<file path="config.mk">
export PLATFORM = sky130hd
export DESIGN_NAME = ocr_reg_wr_arbiter_flat
export DESIGN_NICKNAME = d
export VERILOG_FILES = /design/src/rtl/ocr_reg_wr_arbiter_if.sv /design/src/rtl/ocr_reg_wr_arbiter.sv /design/src/flat_wrapper.sv
export SDC_FILE = /design/constraint.sdc
export NUM_CORES = 1
export LEC_CHECK = 0
export BUFFER_PORTS_ARGS = -buffer_cell sky130_fd_sc_hd__buf_2
export CAP_MARGIN = 30
export CORE_ASPECT_RATIO = 0.75
export CORE_MARGIN = 10
export CORE_UTILIZATION = 30
export CTS_BUF_LIST = sky130_fd_sc_hd__clkbuf_16
export DETAILED_ROUTE_END_ITERATION = 7
export PLACE_DENSITY = 0.7
export SLEW_MARGIN = 20
export SYNTH_ARGS = -nofsm -noshare
export SYNTH_HDL_FRONTEND = slang
export SYNTH_SLANG_ARGS = --single-unit
</file>
<file path="constraint.sdc">
create_clock -name CLK -period 2.78 [get_ports CLK]
set_input_delay 0.417 -clock CLK [delete_from_list [all_inputs] [get_ports CLK]]
set_output_delay 0.417 -clock CLK [all_outputs]
set_load 0.005 [all_outputs]
</file>
<file path="src/rtl/ocr_reg_wr_arbiter_if.sv">
// Write-request bundle between OCR feature-extraction stages and the result-register arbiter.
// Requester i owns req[i], req_addr[i*AW +: AW] and req_data[i*32 +: 32].
interface ocr_reg_wr_arbiter_if #(
    parameter int unsigned NREQ = 4,
    parameter int unsigned AW   = 3
);
    logic [NREQ-1:0]    req;
    logic [NREQ*AW-1:0] req_addr;
    logic [NREQ*32-1:0] req_data;
    logic [NREQ-1:0]    ack;

    modport master (
        output req,
        output req_addr,
        output req_data,
        input  ack
    );

    modport slave (
        input  req,
        input  req_addr,
        input  req_data,
        output ack
    );
endinterface

</file>
<file path="src/rtl/ocr_reg_wr_arbiter.sv">
// Round-robin write arbiter that shares one bank of NREG 32-bit result registers among NREQ
// requesters, and sequences a multi-cycle bank clear on command.
module ocr_reg_wr_arbiter #(
    parameter int unsigned NREQ    = 4,
    parameter int unsigned NREG    = 8,
    parameter int unsigned AW      = 3,
    parameter int unsigned CLR_CYC = 2
) (
    input  logic                CLK,
    input  logic                RST_N,
    ocr_reg_wr_arbiter_if.slave rq,
    input  logic                clr_req,
    output logic                clr_done,
    output logic [31:0]         reg_d,
    output logic [NREG-1:0]     reg_ce,
    output logic                reg_clr,
    output logic                wr_err,
    output logic                busy
);
    localparam int unsigned PW = (NREQ > 1) ? $clog2(NREQ) : 1;
    localparam int unsigned CW = (CLR_CYC > 1) ? $clog2(CLR_CYC) : 1;

    typedef enum logic [0:0] {StIdle, StClear} state_e;

    state_e          state_q, state_d;
    logic [CW-1:0]   cnt_q, cnt_d;
    logic [PW-1:0]   ptr_q, ptr_d;
    logic [31:0]     reg_d_q, reg_d_d;
    logic [NREG-1:0] reg_ce_q, reg_ce_d;
    logic            wr_err_q, wr_err_d;

    logic            grant_vld;
    logic [PW-1:0]   grant_idx;
    logic [AW-1:0]   grant_addr;
    logic [31:0]     grant_data;
    logic            addr_ok;
    logic            accept;
    logic [NREQ-1:0] ack;
    logic [NREG-1:0] ce_sel;

    // Requester index base+off, wrapped modulo NREQ (NREQ need not be a power of two).
    function automatic logic [PW-1:0] wrap_add(logic [PW-1:0] base, int unsigned off);
        int unsigned s;
        s = (32'(base) + off) % NREQ;
        return PW'(s);
    endfunction

    // First requester at or after ptr in rotating order wins.
    always_comb begin
        grant_vld = 1'b0;
        grant_idx = '0;
        for (int unsigned k = 0; k < NREQ; k++) begin
            if (!grant_vld && rq.req[wrap_add(ptr_q, k)]) begin
                grant_vld = 1'b1;
                grant_idx = wrap_add(ptr_q, k);
            end
        end
    end

    assign grant_addr = rq.req_addr[32'(grant_idx) * AW +: AW];
    assign grant_data = rq.req_data[32'(grant_idx) * 32 +: 32];
    assign addr_ok    = 32'(grant_addr) < NREG;

    // Clear request wins over any pending write in the same IDLE cycle.
    assign accept = RST_N && (state_q == StIdle) && !clr_req && grant_vld;

    always_comb begin
        ack = '0;
        for (int unsigned i = 0; i < NREQ; i++) begin
            ack[i] = accept && (32'(grant_idx) == i);
        end
    end

    always_comb begin
        ce_sel = '0;
        for (int unsigned r = 0; r < NREG; r++) begin
            ce_sel[r] = addr_ok && (32'(grant_addr) == r);
        end
    end

    always_comb begin
        state_d  = state_q;
        cnt_d    = cnt_q;
        ptr_d    = ptr_q;
        reg_d_d  = reg_d_q;
        reg_ce_d = '0;
        wr_err_d = 1'b0;
        clr_done = 1'b0;
        unique case (state_q)
            StIdle: begin
                if (clr_req) begin
                    state_d = StClear;
                    cnt_d   = CW'(CLR_CYC - 1);
                end else if (grant_vld) begin
                    reg_d_d  = grant_data;
                    reg_ce_d = ce_sel;
                    wr_err_d = !addr_ok;
                    ptr_d    = wrap_add(grant_idx, 1);
                end
            end
            StClear: begin
                if (cnt_q == '0) begin
                    clr_done = 1'b1;
                    state_d  = StIdle;
                end else begin
                    cnt_d = cnt_q - 1'b1;
                end
            end
            default: state_d = StIdle;
        endcase
    end

    always_ff @(posedge CLK or negedge RST_N) begin
        if (!RST_N) begin
            state_q  <= StIdle;
            cnt_q    <= '0;
            ptr_q    <= '0;
            reg_d_q  <= '0;
            reg_ce_q <= '0;
            wr_err_q <= 1'b0;
        end else begin
            state_q  <= state_d;
            cnt_q    <= cnt_d;
            ptr_q    <= ptr_d;
            reg_d_q  <= reg_d_d;
            reg_ce_q <= reg_ce_d;
            wr_err_q <= wr_err_d;
        end
    end

    assign rq.ack  = ack;
    assign reg_d   = reg_d_q;
    assign reg_ce  = reg_ce_q;
    assign wr_err  = wr_err_q;
    assign reg_clr = (state_q == StClear);
    assign busy    = (state_q == StClear);

    // Bank must never see a load and a clear in the same cycle.
    ce_clr_excl_a: assert property (@(posedge CLK) disable iff (!RST_N) !((|reg_ce) && reg_clr));
    ack_onehot_a:  assert property (@(posedge CLK) disable iff (!RST_N) $onehot0(ack));
    err_no_ce_a:   assert property (@(posedge CLK) disable iff (!RST_N) !(wr_err && (|reg_ce)));
endmodule

</file>
<file path="src/flat_wrapper.sv">
// flat-port wrapper written by rule: the top's interface ports become plain ports
module ocr_reg_wr_arbiter_flat 
#(
    parameter int unsigned NREQ    = 4,
    parameter int unsigned NREG    = 8,
    parameter int unsigned AW      = 3,
    parameter int unsigned CLR_CYC = 2
)
  (CLK, RST_N, clr_req, clr_done, reg_d, reg_ce, reg_clr, wr_err, busy, rq_req, rq_req_addr, rq_req_data, rq_ack);
  ocr_reg_wr_arbiter_if #(.NREQ(NREQ), .AW(AW)) rq_i ();
  input  logic CLK;
  input  logic RST_N;
  input  logic clr_req;
  output logic clr_done;
  output logic [31:0] reg_d;
  output logic [NREG-1:0] reg_ce;
  output logic reg_clr;
  output logic wr_err;
  output logic busy;
  input wire logic [$bits(rq_i.req)-1:0] rq_req;
  input wire logic [$bits(rq_i.req_addr)-1:0] rq_req_addr;
  input wire logic [$bits(rq_i.req_data)-1:0] rq_req_data;
  output wire logic [$bits(rq_i.ack)-1:0] rq_ack;
  assign rq_i.req = rq_req;
  assign rq_i.req_addr = rq_req_addr;
  assign rq_i.req_data = rq_req_data;
  assign rq_ack = rq_i.ack;
  ocr_reg_wr_arbiter #(.NREQ(NREQ), .NREG(NREG), .AW(AW), .CLR_CYC(CLR_CYC)) u_core (.CLK(CLK), .RST_N(RST_N), .rq(rq_i), .clr_req(clr_req), .clr_done(clr_done), .reg_d(reg_d), .reg_ce(reg_ce), .reg_clr(reg_clr), .wr_err(wr_err), .busy(busy));
endmodule
</file>
==> results by group, run 1 <==
Run status
  – Outcome: finished clean

Power and ir drop
  – PD cells: 805.0 nW/um2
  – Clk network pwr share: 16.0%
  – Sw Pwr: 1.259 mW
  – Register share of total power: 32.8%
  – Net Sw Frac: 39.27%
  – Peak supply drop: 0.2544 mV
  – Pleak: 2.269 nW
  – Logic pwr share: 51.2%
  – Internal cell power: 1.948 mW

Finish
  – Fill cell count: 911
  – Most frequent cells in the layout: buf_2, nand2_1, dfrtp_1
  – Layout Nets: 695
  – Multi-input combinational cell area: 1541 um2
  – Share of layout cells above drive strength 1: 39.85%
  – Most common cell after layout, fill and taps aside: buf_2
  – Diode count: 0
  – Synth-to-Final Area Change: 42.65%
  – Sequential cell area: 1101 um2

CTS
  – Post-CTS setup repair buffer count: 0
  – Root buf cell: clkbuf_16
  – Clock Latency Late Sink: 0.27 ns
  – Post_cts resized: 0
  – Hold_buf cts: 0
  – H-tree lvl count: 2
  – CTS tree: built
  – Clock Path Buffers: 2
  – TritonCTS buffer count: 5
  – CTS clk-pin slew, worst paths: 0.05 ns
  – Clock Sink Count: 44

Timing
  – Fin Setup TNS: 0 ns
  – Final period utilization: 90.52%
  – Clk_skew: 0.003892 ns
  – Slew HR: 56.37%
  – Final setup margin: 0.2635 ns
  – Tmin final: 2.516 ns
  – Slew Viols, Final: 0
  – Final hold vios: 0
  – RSZ-0062 raised after global routing: no
  – Slew @ Worst Pin: 0.6538 ns
  – # setup viols final: 0
  – Fmax: 397.4 MHz

Floorplan
  – Die area: 13610 um2
  – Die Ht: 103.6 um
  – Initial core utilization: 30.87%
  – Row count: 30
  – Core area: 9046 um2
  – Die Width: 131.4 um
  – IO Pins: 195

Yosys
  – Synth warnings: 0
  – Syn Inst Count: 361
  – Main combinational cell family by area after synthesis: simple AND/OR/NAND/NOR gates
  – Main synth FF type: dfrtp_1
  – Post-Synth Simple-Gate Area: 29.48%
  – Average size of a mapped cell: 7.736 um2
  – Syn Std Cell Area: 2793 um2
  – Synthesis-stage register bit count: 44
  – Seq/Total Area, Yosys: 39.43%
  – Ys async rst share: 100.0%
  – Post-synthesis compound-gate area fraction: 21.06%
  – Post-synth EDFFs: 0
  – Synth Area in XOR/XNOR: 0%
  – Synth Area in Adders: 1.792%
  – Cell variety after synth: 36
  – Syn nets: 512
  – Proportion of synthesized area in mux cells: 2.643%

Worst setup path
  – CP Launch Type: flop
  – CP required: 2.36 ns
  – Critical Path Sink Type: primary output
  – Type of the worst setup path: flop to primary output
  – Worst EP arrival: 2.10 ns
  – CP Max Fanout: 9

Drt
  – Vias/cell: 4.736
  – Vias post-DR: 3173
  – DR WL/cell: 15.49 um
  – Final ANT Viol Nets: 0
  – DRT Wirelength: 10380 um
  – Pre-antenna DRT Iters: 4
  – Starting DRT DRC Count: 132
  – DRC Markers: 0

Placement
  – Post-detail-place hpwl: 8440 um
  – Routability congestion estimate: 0.8445
  – Port bufs: 193
  – Post-placement setup slack: 0.4638 ns

GRT
  – Initial antenna violation count: 0
  – Remaining global-route overflow: 0
  – First-pass GRT wire length: 16760 um
  – Vias in the first global route: 3432
  – Pin count of the biggest net entering global routing: 37
  – Gr usage total: 14.44%

Min path
  – Min-delay worst type: input pin to asynchronous set/reset pin

Run
  – Max cap viols: 0
-- final timing paths --
| kind | start | to | slack [ns] | cells after the start |
|---|---|---|---|---|
| setup / recovery | u_core.ptr_q[1] | rq_ack[1] | 0.26 | 7 |
| hold / removal | RST_N | u_core.reg_d[28] | 0.07 | 1 |
| setup reg to reg | u_core.ptr_q[0] | u_core.reg_d[5] | 0.52 | 6 |
| hold reg to reg | u_core.reg_d[13] | u_core.reg_d[13] | 0.50 | 1 |
| max in group asynchronous | RST_N | u_core.ptr_q[1] | 1.99 | 2 |
| min in group CLK | clr_req | u_core.busy | 0.43 | 2 |
-- synth_stat cells (2+ instances only) --
cell type,instances,area (um2)
and3b_1,3,26.28
clkbuf_1,14,52.55
nand2b_1,4,25.02
buf_4,3,22.52
inv_1,3,11.26
o21ai_0,2,10.01
ha_1,4,50.05
nor3b_1,3,22.52
nor3_1,2,10.01
and3_1,5,31.28
nand3_1,5,25.02
nand2_1,165,619.3
buf_6,2,22.52
buf_2,8,40.04
a221o_1,32,320.3
a21oi_1,34,170.2
o31ai_1,2,15.01
dfrtp_1,44,1101
mux2i_1,4,40.04
mux2_2,3,33.78
nor2_1,4,15.01
-- cells by family (layout without fill, tap and decap cells) --
| logic type | count (synthesis) | in the layout |
|---|---|---|
| DFF | 44 | 44 |
| AOI/OAI and AO/OA | 77 | 77 |
| adders and majority gates | 4 | 4 |
| buffers and inverters | 31 | 212 |
| other | 1 | 1 |
| and+or+nand+nor | 197 | 197 |
| muxes | 7 | 7 |
-- per-layer routing --
| layer | vias to the layer above | routed length (um) | part of all wire (%) | global-route usage, % |
|---|---|---|---|---|
| met2 | 150 | 4766 | 46 | 23.50 |
| li1 | 1596 | - | - | - |
| met1 | 1419 | 4635 | 45 | 18.03 |
| met4 | 0 | 74 | 0.71 | 3.090 |
| met3 | 8 | 899 | 8.7 | 5.019 |
| met5 | - | 0 | 0 | 0 |
-- power by group through the flow --
stage,Combinational (mW),Clock [mW],Sequential [mW]
2_1_floorplan,1.04,0,1.05
3_3_place_gp,1.61,0,1.06
3_5_place_dp,1.66,0,1.05
4_1_cts,1.66,0.547,1.05
5_1_grt,1.84,0.570,1.09
6_report,1.64,0.514,1.05
-- flip-flops by register name, summed over array words and instances (netlist names) --
| name | flops |
|---|---|
| u_core.ptr_q | 2 |
| u_core.reg_d | 32 |
| u_core.busy | 1 |
| u_core.cnt_q | 1 |
| u_core.reg_ce | 8 |
-- area by class of cell --
cell class,count,area share (%)
clock buffers,5,3.141
inverters,4,0.3769
multi-input cells,286,38.69
flip-flops and latches,44,27.64
well taps,128,4.020
repair buffers,203,26.13
-- critical path, stage by stage, from the launching register on --
cell,delay [ns]
dfrtp_1,0.46
and2_1,0.20
o211a_1,0.28
nor2_4,0.30
inv_1,0.11
ha_1,0.20
and3_1,0.16
buf_2,0.12
-- stage by stage --
stage | util, % | hold WS (ns) | area, um2 | total power [mW] | std cells
finish | 44.04 | 0.06965 | 3984 | 3.207 | 670
global route | 44.04 | 0.09833 | 3984 | 3.502 | 670
detailed placement | 42.66 | 0.3838 | 3859 | 2.718 | 665
CTS | 44.04 | 0.08182 | 3984 | 3.262 | 670
floorplan | - | 0.1214 | 2793 | 2.090 | 361
global placement | 42.66 | 0.3620 | 3859 | 2.666 | 665
Note: power is estimated with default switching activity, not from simulation.
==> inputs of run 2 (changes only) <==
--- a/config.mk
+++ b/config.mk
@@ -12,7 +12,9 @@
 export CORE_UTILIZATION = 30
 export CTS_BUF_LIST = sky130_fd_sc_hd__clkbuf_16
 export DETAILED_ROUTE_END_ITERATION = 7
+export MAX_ROUTING_LAYER = met4
 export PLACE_DENSITY = 0.7
+export SKIP_LAST_GASP = 1
 export SLEW_MARGIN = 20
 export SYNTH_ARGS = -nofsm -noshare
 export SYNTH_HDL_FRONTEND = slang
==> run 2 against run 1 <==
Net effect:
- first-iteration DRC count is 14% higher
- count of clock-buffer cells in the layout stayed put
- final area stayed put
- final cell count stayed put
- critical path type unchanged
- core utilization stayed put
- flip-flop and latch count stayed put
- critical endpoint is now rq_ack[0]
- critical path depth stayed put
- non-clock buffer count stayed put
- fmax hardly changed
==> results by group, run 2 (synthesized netlist as in run 1, its figures left out) <==
CTS
  – Root buf cell: clkbuf_16 (unchanged)
  – Clock Latency Late Sink: 0.27 ns (about the same)
  – Hold_buf cts: 0 (unchanged)
  – CTS clk-pin slew, worst paths: 0.05 ns (about the same)
  – CTS tree: built (unchanged)
  – Post_cts resized: 0 (unchanged)
  – TritonCTS buffer count: 5 (unchanged)
  – Clock Path Buffers: 2 (unchanged)
  – Clock Sink Count: 44 (unchanged)
  – Post-CTS setup repair buffer count: 0 (unchanged)
  – H-tree lvl count: 2 (unchanged)

Timing
  – Clk_skew: 0.003728 ns (was 0.003892 ns)
  – Fin Setup TNS: 0 ns (unchanged)
  – Slew Viols, Final: 0 (unchanged)
  – Slew @ Worst Pin: 0.6592 ns (was 0.6538 ns)
  – Final hold vios: 0 (unchanged)
  – Final period utilization: 90.52% (about the same)
  – Fmax: 397.4 MHz (about the same)
  – Slew HR: 56.01% (was 56.37%)
  – # setup viols final: 0 (unchanged)
  – Tmin final: 2.516 ns (about the same)
  – RSZ-0062 raised after global routing: no (unchanged)

GRT
  – First-pass GRT wire length: 16720 um (was 16760 um)
  – Remaining global-route overflow: 0 (unchanged)
  – Gr usage total: 14.85% (was 14.44%)
  – Initial antenna violation count: 0 (unchanged)
  – Vias in the first global route: 3440 (was 3432)
  – Pin count of the biggest net entering global routing: 37 (unchanged)

Floorplan
  – Die Width: 131.4 um (unchanged)
  – Die area: 13610 um2 (unchanged)
  – Die Ht: 103.6 um (unchanged)
  – Row count: 30 (unchanged)
  – Initial core utilization: 30.87% (unchanged)
  – Core area: 9046 um2 (unchanged)
  – IO Pins: 195 (unchanged)

Drt
  – Routed wl met3: 643 um (was 899 um)
  – Starting DRT DRC Count: 150 (was 132)
  – Met2 routed WL: 4787 um (was 4766 um)
  – Final ANT Viol Nets: 0 (unchanged)
  – DRT Wirelength: 10360 um (was 10380 um)
  – M1 WL: 4862 um (was 4635 um)
  – DR WL/cell: 15.47 um (was 15.49 um)
  – DRC Markers: 0 (unchanged)
  – Top layer in use: met4 (unchanged)
  – Vias post-DR: 3181 (was 3173)
  – Vias/cell: 4.748 (was 4.736)
  – Pre-antenna DRT Iters: 4 (unchanged)

Power and ir drop
  – Internal cell power: 1.948 mW (about the same)
  – Pleak: 2.269 nW (unchanged)
  – PD cells: 805.7 nW/um2 (was 805.0 nW/um2)
  – Peak supply drop: 0.2541 mV (was 0.2544 mV)
  – Logic pwr share: 51.2% (about the same)
  – Sw Pwr: 1.262 mW (was 1.259 mW)
  – Clk network pwr share: 16.1% (was 16.0%)
  – Net Sw Frac: 39.32% (was 39.27%)
  – Register share of total power: 32.8% (about the same)

Worst setup path
  – Cell family with most CP delay: compound AO/OA/AOI/OAI gates (was simple AND/OR/NAND/NOR gates)
  – Type of the worst setup path: flop to primary output (unchanged)
  – Worst reg2reg setup slack: 0.52 ns (about the same)
  – CP required: 2.36 ns (about the same)
  – Worst EP arrival: 2.10 ns (about the same)
  – FF-to-FF Start: u_core.ptr_q[0] (unchanged)
  – CP Launch Type: flop (unchanged)
  – CP Max Fanout: 9 (unchanged)
  – Slowest stage delay, CP: 0.45 ns (was 0.46 ns)
  – Critical Path Sink Type: primary output (unchanged)
  – Total buffers and inverters traversed by the critical path: 2 (unchanged)
  – FF-to-FF End: u_core.reg_d[5] (unchanged)
  – FF-to-FF path depth: 6 (unchanged)
  – Worst-path cell chain: and2_1, o21a_1, a311oi_4, inv_2, ha_1, and3_1, buf_2 (was and2_1, o211a_1, nor2_4, inv_1, ha_1, and3_1, buf_2)
  – Crit path max-delay cell type: dfrtp_1 (unchanged)

Finish
  – Most frequent cells in the layout: buf_2, nand2_1, dfrtp_1 (unchanged)
  – Fill cell count: 911 (unchanged)
  – Number of flip-flops in the largest register: 32 (unchanged)
  – Diode count: 0 (unchanged)
  – Synth-to-Final Area Change: 42.65% (unchanged)
  – Cell area after layout: 3984 um2 (unchanged)
  – Most common cell after layout, fill and taps aside: buf_2 (unchanged)
  – Layout Nets: 695 (unchanged)
  – Share of layout cells above drive strength 1: 39.85% (unchanged)

Run
  – Max cap viols: 0 (unchanged)

Placement
  – Routability congestion estimate: 0.8577 (was 0.8445)
  – Post-detail-place hpwl: 8440 um (unchanged)
  – Port bufs: 193 (unchanged)
  – Post-DP Area: 3859 um2 (unchanged)

Min path
  – Min-delay worst type: input pin to asynchronous set/reset pin (unchanged)

Run status
  – Outcome: finished clean (unchanged)
-- run 2: worst max path at each step --
stage / startpoint / to / slack (ns) / depth (start not counted)
final: u_core.ptr_q[1] / rq_ack[0] / 0.26 / 7
after global routing: u_core.ptr_q[1] / rq_ack[1] / 0.13 / 7
after CTS: u_core.ptr_q[1] / rq_ack[2] / 0.26 / 7
after detailed placement: rq_req[0] / u_core.reg_ce[1] / 0.46 / 7
after global placement: rq_req[0] / rq_ack[2] / 0.51 / 8
after floorplan: u_core.ptr_q[1] / rq_ack[1] / 0.48 / 8
-- run 2: power by group through the flow --
stage                     clock network (mW)  registers (mW)  logic, mW
after floorplan                            0            1.05       1.04
after global placement                     0            1.06       1.61
after detailed placement                   0            1.05       1.66
after CTS                              0.547            1.05       1.66
after global routing                   0.570            1.09       1.84
final                                  0.515            1.05       1.64
-- run 2: final cells by class --
cell class,instances,area (um2),share of cell area [%]
Tap cell,128,160.2,4.020
Sequential cell,44,1101,27.64
Inverter,4,15.01,0.3769
Timing Repair Buffer,203,1041,26.13
Clock buffer,5,125.1,3.141
Multi-Input combinational cell,286,1541,38.69
-- run 2: metrics by stage --
step	utilization, %	worst slack (ns)	cells	total power [mW]	hold WS, ns
CTS	44.04	0.2563	670	3.262	0.08182
detailed placement	42.66	0.4638	665	2.718	0.3838
global route	44.04	0.1284	670	3.500	0.09831
finish	44.04	0.2636	670	3.210	0.06952
global placement	42.66	0.5068	665	2.666	0.3620
floorplan	-	0.4827	361	2.090	0.1214
-- run 2: layer usage --
metal | GRT usage [%] | vias up
met2 | 23.50 | 157
met3 | 3.716 | 6
met1 | 18.80 | 1426
li1 | - | 1592
met4 | 3.090 | 0
met5 | - | -
==> inputs of run 3 (changes only) <==
--- a/config.mk
+++ b/config.mk
@@ -12,6 +12,7 @@
 export CORE_UTILIZATION = 30
 export CTS_BUF_LIST = sky130_fd_sc_hd__clkbuf_16
 export DETAILED_ROUTE_END_ITERATION = 7
+export GPL_ROUTABILITY_DRIVEN = 1
 export MAX_ROUTING_LAYER = met4
 export PLACE_DENSITY = 0.7
 export SKIP_LAST_GASP = 1
==> constraint.sdc (replaced) <==
create_clock -name CLK -period 2.78 [get_ports CLK]
set_input_delay 0.556 -clock CLK [delete_from_list [all_inputs] [get_ports CLK]]
set_output_delay 0.556 -clock CLK [all_outputs]
set_load 0.005 [all_outputs]
==> run 3 against run 2 <==
Net effect:
- first-iteration DRC count up 29%
- count of clock-buffer cells in the layout is the same
- critical endpoint is now rq_ack[2]
- final area grew 0.66%
- core utilization rose by 0.29 points
- wire length is 0.51% higher
- final cell count increased by 0.75%
- flip-flop and latch count unchanged
- largest cell class unchanged
- sequential share of layout area fell by 0.18 points
- sequential power is essentially flat
- power increased by 1.1%
- setup slack worse by 0.16 ns
- fmax is 5.8% lower
==> results by group, run 3 (synthesized netlist as in run 1, its figures left out) <==
Run status
  – Outcome: finished clean (unchanged)

Finish
  – Sequential cell area: 1101 um2 (unchanged)
  – Share of layout cells above drive strength 1: 39.85% (about the same)
  – Synth-to-Final Area Change: 43.59% (was 42.65%)
  – Number of flip-flops in the largest register: 32 (unchanged)
  – Layout Nets: 697 (was 695)
  – Diode count: 0 (unchanged)
  – Fill cell count: 913 (was 911)
  – Most common cell after layout, fill and taps aside: buf_2 (unchanged)
  – Most frequent cells in the layout: buf_2, nand2_1, dfrtp_1 (unchanged)
  – Multi-input combinational cell area: 1541 um2 (unchanged)

Power and ir drop
  – Pleak: 2.290 nW (was 2.269 nW)
  – Final Power: 3.244 mW (was 3.210 mW)
  – Peak supply drop: 0.3047 mV (was 0.2541 mV)
  – Sw Pwr: 1.285 mW (was 1.262 mW)
  – Net Sw Frac: 39.61% (was 39.32%)
  – Logic pwr share: 50.9% (was 51.2%)
  – Register share of total power: 32.3% (was 32.8%)
  – Clk network pwr share: 16.8% (was 16.1%)
  – PD cells: 809.1 nW/um2 (was 805.7 nW/um2)
  – Internal cell power: 1.959 mW (was 1.948 mW)

Timing
  – Tmin final: 2.673 ns (was 2.516 ns)
  – Slew @ Worst Pin: 0.8192 ns (was 0.6592 ns)
  – Slew HR: 45.32% (was 56.01%)
  – Fmax: 374.2 MHz (was 397.4 MHz)
  – Clk_skew: 0.005295 ns (was 0.003728 ns)
  – Slew Viols, Final: 0 (unchanged)
  – RSZ-0062 raised after global routing: no (unchanged)
  – Fin Setup TNS: 0 ns (unchanged)
  – Final hold vios: 0 (unchanged)
  – Final period utilization: 96.14% (was 90.52%)
  – # setup viols final: 0 (unchanged)

CTS
  – Post-CTS setup repair buffer count: 0 (unchanged)
  – H-tree lvl count: 2 (unchanged)
  – CTS tree: built (unchanged)
  – TritonCTS buffer count: 5 (unchanged)
  – Clock Sink Count: 44 (unchanged)
  – Hold_buf cts: 0 (unchanged)
  – CTS clk-pin slew, worst paths: 0.06 ns (was 0.05 ns)
  – Clock Latency Late Sink: 0.28 ns (was 0.27 ns)
  – Root buf cell: clkbuf_16 (unchanged)
  – Post_cts resized: 0 (unchanged)
  – Clock Path Buffers: 2 (unchanged)

Worst setup path
  – CP Launch Type: flop (unchanged)
  – CP required: 2.22 ns (was 2.36 ns)
  – Critical Path Sink Type: primary output (unchanged)
  – FF-to-FF Start: u_core.ptr_q[0] (unchanged)
  – Worst EP arrival: 2.12 ns (was 2.10 ns)
  – Type of the worst setup path: flop to primary output (unchanged)
  – CP Max Fanout: 9 (unchanged)
  – Worst setup path startpoint: u_core.ptr_q[1] (unchanged)
  – Crit path max-delay cell type: dfrtp_1 (unchanged)
  – Worst-path cell chain: and2_1, o21a_1, a311oi_4, inv_2, ha_1, and3_1, buf_2 (unchanged)
  – Total buffers and inverters traversed by the critical path: 2 (unchanged)
  – Cell family with most CP delay: compound AO/OA/AOI/OAI gates (unchanged)
  – Slowest stage delay, CP: 0.47 ns (was 0.45 ns)

Min path
  – Min-delay worst type: input pin to asynchronous set/reset pin (unchanged)

Drt
  – Pre-antenna DRT Iters: 4 (unchanged)
  – Final ANT Viol Nets: 0 (unchanged)
  – DRC Markers: 0 (unchanged)
  – Vias/cell: 4.815 (was 4.748)
  – DRT Wirelength: 10420 um (was 10360 um)
  – Vias post-DR: 3250 (was 3181)
  – Starting DRT DRC Count: 193 (was 150)
  – DR WL/cell: 15.43 um (was 15.47 um)

GRT
  – Gr usage total: 14.88% (was 14.85%)
  – Remaining global-route overflow: 0 (unchanged)
  – First-pass GRT wire length: 16700 um (was 16720 um)
  – Vias in the first global route: 3403 (was 3440)
  – Initial antenna violation count: 0 (unchanged)
  – Pin count of the biggest net entering global routing: 37 (unchanged)

Placement
  – Post-detail-place hpwl: 8424 um (was 8440 um)
  – Routability congestion estimate: 0.8373 (was 0.8577)
  – Port bufs: 193 (unchanged)

Floorplan
  – Die area: 13610 um2 (unchanged)
  – IO Pins: 195 (unchanged)
  – Core area: 9046 um2 (unchanged)
  – Die Width: 131.4 um (unchanged)
  – Initial core utilization: 30.87% (unchanged)
  – Die Ht: 103.6 um (unchanged)
  – Row count: 30 (unchanged)

Run
  – Max cap viols: 0 (unchanged)
## run 3: cell types whose count changed in the layout (fill, tap and decap cells not counted)
| cell | previous run | this run |
|---|---|---|
| buf_4 | 10 | 12 |
| inv_1 | 3 | 5 |
| clkinv_1 | 0 | 1 |
## run 3: final cells by class
cell class / instances / share of cell area [%]
Clock buffer: 5 / 3.120
Timing Repair Buffer: 205 / 26.33
Inverter: 4 / 0.3744
Sequential cell: 44 / 27.46
Clock inverter: 3 / 0.2808
Multi-Input combinational cell: 286 / 38.44
Tap cell: 128 / 3.994
## run 3: worst paths after layout
kind	to	slack (ns)	cells after the start
max	rq_ack[2]	0.11	7
min	u_core.reg_d[12]	0.16	1
max reg2reg	u_core.reg_d[28]	0.48	6
min reg2reg	u_core.reg_d[8]	0.51	1
max in group asynchronous	u_core.reg_d[29]	2.03	2
min in group CLK	u_core.reg_d[8]	0.51	1
## run 3: worst register-to-register path: stages, from the launching register on
cell	delay [ns]
dfrtp_1	0.42
nand2b_1	0.20
a21oi_1	0.33
nor2_4	0.10
nor2_2	0.66
buf_4	0.35
a221o_1	0.18
## run 3: power by group through the flow
| stage | combinational, mW | clock [mW] | sequential (mW) |
|---|---|---|---|
| 2_1_floorplan | 1.04 | 0 | 1.05 |
| 3_3_place_gp | 1.62 | 0 | 1.05 |
| 3_5_place_dp | 1.67 | 0 | 1.05 |
| 4_1_cts | 1.68 | 0.566 | 1.05 |
| 5_1_grt | 1.85 | 0.589 | 1.09 |
| 6_report | 1.65 | 0.544 | 1.05 |
## run 3: layer usage
layer	GRT usage, %	wire length (um)	vias up	share of wire (%)
met5	-	0	-	0
met4	2.536	38	0	0.36
met3	4.006	659	2	6.3
met2	24.46	4978	134	48
met1	18.14	4740	1511	46
li1	-	-	1603	-
## run 3: per-stage QoR
step	instance area, um2	hold slack, ns	worst slack [ns]	utilization (%)	instances
2_1_floorplan	2793	0.2604	0.2648	-	361
3_3_place_gp	3874	0.4505	0.2538	42.82	667
3_5_place_dp	3874	0.4596	0.1909	42.82	667
4_1_cts	4010	0.1598	0.1002	44.33	675
5_1_grt	4010	0.1631	0.01721	44.33	675
6_report	4010	0.1574	0.1073	44.33	675
